[src/rtl/hist_rank_sort_pkg.sv]
// rtl/hist_rank_sort_pkg.sv - shared sizes, types and tie-break rule for the rank sorter
package hist_rank_sort_pkg;
  localparam int NUM_SYM  = 5;
  localparam int FREQ_BIT = 10;
  localparam int SYM_BIT  = 3;

  typedef logic [FREQ_BIT-1:0] freq_t;
  typedef logic [SYM_BIT-1:0]  sym_t;

  typedef enum logic [1:0] {S_IDLE, S_LOAD, S_SORT, S_EMIT} state_t;

  localparam sym_t LAST_SYM  = sym_t'(NUM_SYM - 1);
  localparam sym_t LAST_PASS = sym_t'(NUM_SYM - 1);

  // Higher count moves toward rank 0; equal counts keep the lower symbol first.
  function automatic logic cas_swap(input freq_t k_lo, input sym_t i_lo,
                                    input freq_t k_hi, input sym_t i_hi);
    return (k_lo < k_hi) || ((k_lo == k_hi) && (i_lo > i_hi));
  endfunction
endpackage

[src/rtl/hist_cas.sv]
// rtl/hist_cas.sv - compare-and-swap of one {key,idx} pair, descending with stable ties
module hist_cas
  import hist_rank_sort_pkg::*;
(
  input  logic [FREQ_BIT-1:0] key_lo_i,
  input  logic [SYM_BIT-1:0]  idx_lo_i,
  input  logic [FREQ_BIT-1:0] key_hi_i,
  input  logic [SYM_BIT-1:0]  idx_hi_i,
  output logic [FREQ_BIT-1:0] key_lo_o,
  output logic [SYM_BIT-1:0]  idx_lo_o,
  output logic [FREQ_BIT-1:0] key_hi_o,
  output logic [SYM_BIT-1:0]  idx_hi_o
);
  logic swap;

  assign swap     = cas_swap(key_lo_i, idx_lo_i, key_hi_i, idx_hi_i);
  assign key_lo_o = swap ? key_hi_i : key_lo_i;
  assign idx_lo_o = swap ? idx_hi_i : idx_lo_i;
  assign key_hi_o = swap ? key_lo_i : key_hi_i;
  assign idx_hi_o = swap ? idx_lo_i : idx_hi_i;
endmodule

[src/rtl/hist_rank_sort.sv]
// rtl/hist_rank_sort.sv - snapshots histogram counts, odd-even sorts them, publishes rank tables
module hist_rank_sort
  import hist_rank_sort_pkg::*;
(
  input  logic                clk_i,
  input  logic                rst_i,
  input  logic                hist_finish_i,
  input  logic [FREQ_BIT-1:0] freq0_i,
  input  logic [FREQ_BIT-1:0] freq1_i,
  input  logic [FREQ_BIT-1:0] freq2_i,
  input  logic [FREQ_BIT-1:0] freq3_i,
  input  logic [FREQ_BIT-1:0] freq4_i,
  input  logic [SYM_BIT-1:0]  max_rate_i,
  output logic [SYM_BIT-1:0]  sym_at_rank0_o,
  output logic [SYM_BIT-1:0]  sym_at_rank1_o,
  output logic [SYM_BIT-1:0]  sym_at_rank2_o,
  output logic [SYM_BIT-1:0]  sym_at_rank3_o,
  output logic [SYM_BIT-1:0]  sym_at_rank4_o,
  output logic [SYM_BIT-1:0]  rank_of_sym0_o,
  output logic [SYM_BIT-1:0]  rank_of_sym1_o,
  output logic [SYM_BIT-1:0]  rank_of_sym2_o,
  output logic [SYM_BIT-1:0]  rank_of_sym3_o,
  output logic [SYM_BIT-1:0]  rank_of_sym4_o,
  output logic                table_valid_o,
  output logic                busy_o,
  output logic                drop_err_o,
  output logic                max_mismatch_o
);
  state_t state_q;
  sym_t   pass_q;
  sym_t   max_snap_q;
  freq_t  snap_q [NUM_SYM];
  freq_t  key_q  [NUM_SYM];
  sym_t   idx_q  [NUM_SYM];
  freq_t  key_d  [NUM_SYM];
  sym_t   idx_d  [NUM_SYM];
  sym_t   sym_at_rank_q [NUM_SYM];
  sym_t   rank_of_sym_q [NUM_SYM];
  sym_t   rank_d [NUM_SYM];
  freq_t  freq_in [NUM_SYM];
  logic   table_valid_q, busy_q, drop_err_q, max_mismatch_q;

  freq_t  ka_lo, ka_hi, kb_lo, kb_hi, ka_lo_s, ka_hi_s, kb_lo_s, kb_hi_s;
  sym_t   ia_lo, ia_hi, ib_lo, ib_hi, ia_lo_s, ia_hi_s, ib_lo_s, ib_hi_s;
  logic   odd;
  freq_t  max_key;
  logic   max_in_range;

  assign freq_in[0] = freq0_i;
  assign freq_in[1] = freq1_i;
  assign freq_in[2] = freq2_i;
  assign freq_in[3] = freq3_i;
  assign freq_in[4] = freq4_i;

  // Even passes pair (0,1),(2,3); odd passes pair (1,2),(3,4).
  assign odd   = pass_q[0];
  assign ka_lo = odd ? key_q[1] : key_q[0];
  assign ia_lo = odd ? idx_q[1] : idx_q[0];
  assign ka_hi = odd ? key_q[2] : key_q[1];
  assign ia_hi = odd ? idx_q[2] : idx_q[1];
  assign kb_lo = odd ? key_q[3] : key_q[2];
  assign ib_lo = odd ? idx_q[3] : idx_q[2];
  assign kb_hi = odd ? key_q[4] : key_q[3];
  assign ib_hi = odd ? idx_q[4] : idx_q[3];

  hist_cas u_cas_a (
    .key_lo_i(ka_lo),   .idx_lo_i(ia_lo),   .key_hi_i(ka_hi),   .idx_hi_i(ia_hi),
    .key_lo_o(ka_lo_s), .idx_lo_o(ia_lo_s), .key_hi_o(ka_hi_s), .idx_hi_o(ia_hi_s)
  );

  hist_cas u_cas_b (
    .key_lo_i(kb_lo),   .idx_lo_i(ib_lo),   .key_hi_i(kb_hi),   .idx_hi_i(ib_hi),
    .key_lo_o(kb_lo_s), .idx_lo_o(ib_lo_s), .key_hi_o(kb_hi_s), .idx_hi_o(ib_hi_s)
  );

  always_comb begin
    key_d = key_q;
    idx_d = idx_q;
    if (odd) begin
      key_d[1] = ka_lo_s; idx_d[1] = ia_lo_s;
      key_d[2] = ka_hi_s; idx_d[2] = ia_hi_s;
      key_d[3] = kb_lo_s; idx_d[3] = ib_lo_s;
      key_d[4] = kb_hi_s; idx_d[4] = ib_hi_s;
    end else begin
      key_d[0] = ka_lo_s; idx_d[0] = ia_lo_s;
      key_d[1] = ka_hi_s; idx_d[1] = ia_hi_s;
      key_d[2] = kb_lo_s; idx_d[2] = ib_lo_s;
      key_d[3] = kb_hi_s; idx_d[3] = ib_hi_s;
    end
  end

  always_comb begin
    for (int s = 0; s < NUM_SYM; s++) rank_d[s] = '0;
    for (int k = 0; k < NUM_SYM; k++) begin
      for (int s = 0; s < NUM_SYM; s++) begin
        if (idx_q[k] == sym_t'(s)) rank_d[s] = sym_t'(k);
      end
    end
  end

  // An out-of-range max symbol can never agree with the sorted head, so it flags.
  always_comb begin
    max_key = '0;
    for (int s = 0; s < NUM_SYM; s++) begin
      if (max_snap_q == sym_t'(s)) max_key = snap_q[s];
    end
  end
  assign max_in_range = (max_snap_q <= LAST_SYM);

  always_ff @(posedge clk_i or posedge rst_i) begin
    if (rst_i) begin
      state_q        <= S_IDLE;
      pass_q         <= '0;
      max_snap_q     <= '0;
      table_valid_q  <= 1'b0;
      busy_q         <= 1'b0;
      drop_err_q     <= 1'b0;
      max_mismatch_q <= 1'b0;
      for (int i = 0; i < NUM_SYM; i++) begin
        snap_q[i]        <= '0;
        key_q[i]         <= '0;
        idx_q[i]         <= sym_t'(i);
        sym_at_rank_q[i] <= sym_t'(i);
        rank_of_sym_q[i] <= sym_t'(i);
      end
    end else begin
      table_valid_q <= 1'b0;
      if ((state_q != S_IDLE) && hist_finish_i) drop_err_q <= 1'b1;
      case (state_q)
        S_IDLE: begin
          busy_q <= hist_finish_i;
          if (hist_finish_i) begin
            for (int i = 0; i < NUM_SYM; i++) snap_q[i] <= freq_in[i];
            max_snap_q <= max_rate_i;
            state_q    <= S_LOAD;
          end
        end
        S_LOAD: begin
          for (int i = 0; i < NUM_SYM; i++) begin
            key_q[i] <= snap_q[i];
            idx_q[i] <= sym_t'(i);
          end
          pass_q  <= '0;
          state_q <= S_SORT;
        end
        S_SORT: begin
          key_q  <= key_d;
          idx_q  <= idx_d;
          pass_q <= pass_q + 1'b1;
          if (pass_q == LAST_PASS) state_q <= S_EMIT;
        end
        S_EMIT: begin
          sym_at_rank_q <= idx_q;
          rank_of_sym_q <= rank_d;
          table_valid_q <= 1'b1;
          if (!max_in_range || (max_key != key_q[0])) max_mismatch_q <= 1'b1;
          state_q <= S_IDLE;
        end
        default: state_q <= S_IDLE;
      endcase
    end
  end

  assign sym_at_rank0_o = sym_at_rank_q[0];
  assign sym_at_rank1_o = sym_at_rank_q[1];
  assign sym_at_rank2_o = sym_at_rank_q[2];
  assign sym_at_rank3_o = sym_at_rank_q[3];
  assign sym_at_rank4_o = sym_at_rank_q[4];
  assign rank_of_sym0_o = rank_of_sym_q[0];
  assign rank_of_sym1_o = rank_of_sym_q[1];
  assign rank_of_sym2_o = rank_of_sym_q[2];
  assign rank_of_sym3_o = rank_of_sym_q[3];
  assign rank_of_sym4_o = rank_of_sym_q[4];
  assign table_valid_o  = table_valid_q;
  assign busy_o         = busy_q;
  assign drop_err_o     = drop_err_q;
  assign max_mismatch_o = max_mismatch_q;
endmodule

[config.mk]
export PLATFORM = sky130hd
export DESIGN_NAME = hist_rank_sort
export DESIGN_NICKNAME = d
export VERILOG_FILES = /design/src/rtl/hist_rank_sort_pkg.sv /design/src/rtl/hist_cas.sv /design/src/rtl/hist_rank_sort.sv
export SDC_FILE = /design/constraint.sdc
export NUM_CORES = 1
export LEC_CHECK = 0
export BUFFER_PORTS_ARGS = -buffer_cell sky130_fd_sc_hd__buf_2
export CELL_PAD_IN_SITES_DETAIL_PLACEMENT = 1
export CELL_PAD_IN_SITES_GLOBAL_PLACEMENT = 2
export CORE_MARGIN = 1
export CORE_UTILIZATION = 35
export DETAILED_ROUTE_END_ITERATION = 16
export MAX_ROUTING_LAYER = met4
export PLACE_DENSITY_LB_ADDON = 0.1
export SYNTH_ARGS = -nofsm -noshare
export SYNTH_HDL_FRONTEND = slang
export SYNTH_SLANG_ARGS = --single-unit
[constraint.sdc]
create_clock -name clk_i -period 5.04 [get_ports clk_i]
set_clock_uncertainty 0.2 [all_clocks]
set_input_delay 0.756 -clock clk_i [delete_from_list [all_inputs] [get_ports clk_i]]
set_output_delay 0.756 -clock clk_i [all_outputs]
set_load 0.02 [all_outputs]
==> run metrics <==
router iterations before antenna repair 6; DRC viols 0; DP HPWL 23.2 mm; crit share post-route 78.3%; startpoint types flip-flop; Max-slew headroom 34.3%; Hold WC Path Type input pin to asynchronous set/reset pin; fin area 11200 µm²; Netlist cell types 68; required time of the critical path 5.16 ns; Max H-tree Level 4; routed wire length 31.4 mm; worst slew pin tran 0.986 ns; DRT antenna net count 0; TritonCTS clock tree built; minimum clock period 3.95 ns; status complete, no violations; # rows 60; die area 28700 µm²; Seq/Total Area, Yosys 40.3%; RSZ-0062 raised after global routing no; Fillers 3146; Crit. End Element flip-flop; gr usage total 23.5%; Post-DP Area 10600 µm²; ys flop type dfrtp_1; initial antenna violation count 0; Synth Warn # 0; Synth Instances 1008; I/O Buffers 89; I/O pins 90; clock root buffer clkbuf_16; Post-CTS Resized 0; final setup violation count 0; register area 3950 µm²; final worst slack 1.09 ns; postcts setup bufs 0; Synth Area per Inst 9.72 µm²; Nets 1155; post-synth net total 1096; Setup WS pre-CTS 1.14 ns; Async SR Flop Fraction 100%; fmax 253 MHz; Hold Fails Final Rpt 0; Cell Area, Synth 9800 µm²; via/cell ratio 5.49; total negative setup slack 0 ns; Synth Register Bits 157; fraction of layout cells with a size suffix above 1 23.2%; CORE AREA 27200 µm²; Multi-input gate area 5310 µm²; CP max FO 53; Area Growth Syn to Fin 14.2%; first-pass GRT wire length 49.5 mm; Max-Cap Viols 0; Die Wd 169 µm; Worst-Skew Late Latency 0.43 ns; CTS Sinks 157; CTS Buf Count 17; largest net degree at the start of global routing 54; vias in the first global route 8249; clk buf depth 2; Congestion Overflow GR 0; Vias 7969; Post-synth EDFFs 0; cts hold-fix bufs 0; Initial Utilization 36.1%; # diodes 0; Worst-path clk slew 0.07 ns; initial DRC count 405; Setup Crit Path Kind flip-flop to flip-flop; gp weighted congestion 0.828; drt wl/cell 21.6 µm; Data arrival, critical path 4.07 ns; fin. max-slew vios 0; Die Y 169 µm
[path summary, 6_finish.rpt]
path / to / cells after the start / slack, ns / from
setup / recovery: key_q[49] / 12 / 1.09 / pass_q[0]
setup reg to reg: key_q[49] / 12 / 1.09 / pass_q[0]
hold reg to reg: rank_of_sym4_o[2] / 2 / 0.27 / rank_of_sym4_o[2]
max in group asynchronous: sym_at_rank3_o[2] / 3 / 3.37 / rst_i
hold / removal: state_q[0] / 2 / 0.23 / rst_i
min in group clk_i: rank_of_sym4_o[2] / 2 / 0.27 / rank_of_sym4_o[2]
[synth_stat cells (11+ instances only)]
| library cell | count | share of area, % |
|---|---|---|
| a21oi_1 | 43 | 2.2 |
| a221o_1 | 11 | 1.1 |
| buf_2 | 20 | 1.0 |
| clkbuf_1 | 40 | 1.5 |
| dfrtp_1 | 142 | 36 |
| dfstp_2 | 15 | 4.0 |
| ha_1 | 32 | 4.1 |
| inv_1 | 61 | 2.3 |
| mux2_2 | 76 | 8.7 |
| mux2i_1 | 84 | 8.6 |
| nand2_1 | 56 | 2.1 |
| nand3_1 | 28 | 1.4 |
| nor2_1 | 90 | 3.4 |
| nor2b_1 | 15 | 0.96 |
| nor3_1 | 41 | 2.1 |
| o21ai_0 | 53 | 2.7 |
| o22a_1 | 11 | 0.98 |
| o22ai_1 | 15 | 0.96 |
[per-stage QoR]
stage | util (%) | hold WS (ns) | instances
2_1_floorplan | - | 0.257 | 1008
3_3_place_gp | 39.0 | 0.260 | 1420
3_5_place_dp | 39.0 | 0.257 | 1420
4_1_cts | 41.2 | 0.258 | 1452
5_1_grt | 41.2 | 0.287 | 1452
6_report | 41.2 | 0.232 | 1452
[critical path, cell delays in order (launching register included)]
cell	delay [ns]
dfrtp_4	0.84
nor2b_1	0.15
a21oi_1	0.36
inv_1	0.09
ha_1	0.34
nand4_1	0.11
buf_4	0.20
nor2_1	0.08
a221o_1	0.39
a21oi_1	0.50
buf_4	0.27
nor3_1	0.06
a211oi_1	0.24
[routing by layer]
layer,wire (µm),track usage [%],up-vias
li1,-,-,3782
met1,14700,30.7,3984
met2,14600,37.2,163
met3,956,2.15,40
met4,1130,10.4,0
met5,0,-,-
[cells in the final DEF, fill, tap and decap left out, types with 7 or more instances in the layout]
| cell type | instances |
|---|---|
| a31oi_1 | 7 |
| ha_1 | 31 |
| dfstp_2 | 15 |
| nand3_1 | 28 |
| a221o_1 | 11 |
| nand2_1 | 55 |
| xor2_1 | 9 |
| mux2_2 | 76 |
| mux2_1 | 10 |
| xnor2_1 | 8 |
| dfrtp_1 | 141 |
| o22a_1 | 11 |
| and3_1 | 10 |
| buf_2 | 89 |
| inv_1 | 60 |
| nor2b_1 | 15 |
| mux4_2 | 7 |
| buf_4 | 19 |
| o32a_1 | 10 |
| nor3_1 | 41 |
| nor2_1 | 89 |
| clkbuf_16 | 17 |
| mux2i_1 | 84 |
| o21ai_0 | 53 |
| a21oi_1 | 43 |
| o211ai_1 | 8 |
| o22ai_1 | 15 |
| o21ai_1 | 7 |
[cell type report]
type | instances | share of cell area [%]
multi-input combinational | 719 | 47.5
sequential | 157 | 35.3
timing repair buffer | 110 | 5.61
tap | 372 | 4.16
clock buffer | 17 | 3.80
inverter | 62 | 2.11
clock inverter | 15 | 1.55
[flip-flops by register name, summed over array words and instances (netlist names), 2 cells and up]
name,cells
rank_of_sym2_o,3
max_snap_q,3
sym_at_rank0_o,3
sym_at_rank4_o,3
rank_of_sym3_o,3
sym_at_rank3_o,3
rank_of_sym0_o,3
key_q,50
state_q,2
snap_q,50
rank_of_sym4_o,3
rank_of_sym1_o,3
pass_q,3
sym_at_rank2_o,3
sym_at_rank1_o,3
idx_q,15
[logic make-up after synthesis]
| group | Yosys count | synth area share [%] |
|---|---|---|
| mux | 177 | 20.1 |
| fa+ha+maj | 32 | 4.09 |
| flops | 157 | 40.3 |
| compound gates | 224 | 15.6 |
| simple gates | 269 | 12.8 |
| buf+inv | 132 | 5.69 |
| xor+xnor | 17 | 1.52 |
Power is left out: the tool's default activity adds up to more than one toggle a clock period on the data nets, which glitch-free logic cannot reach.
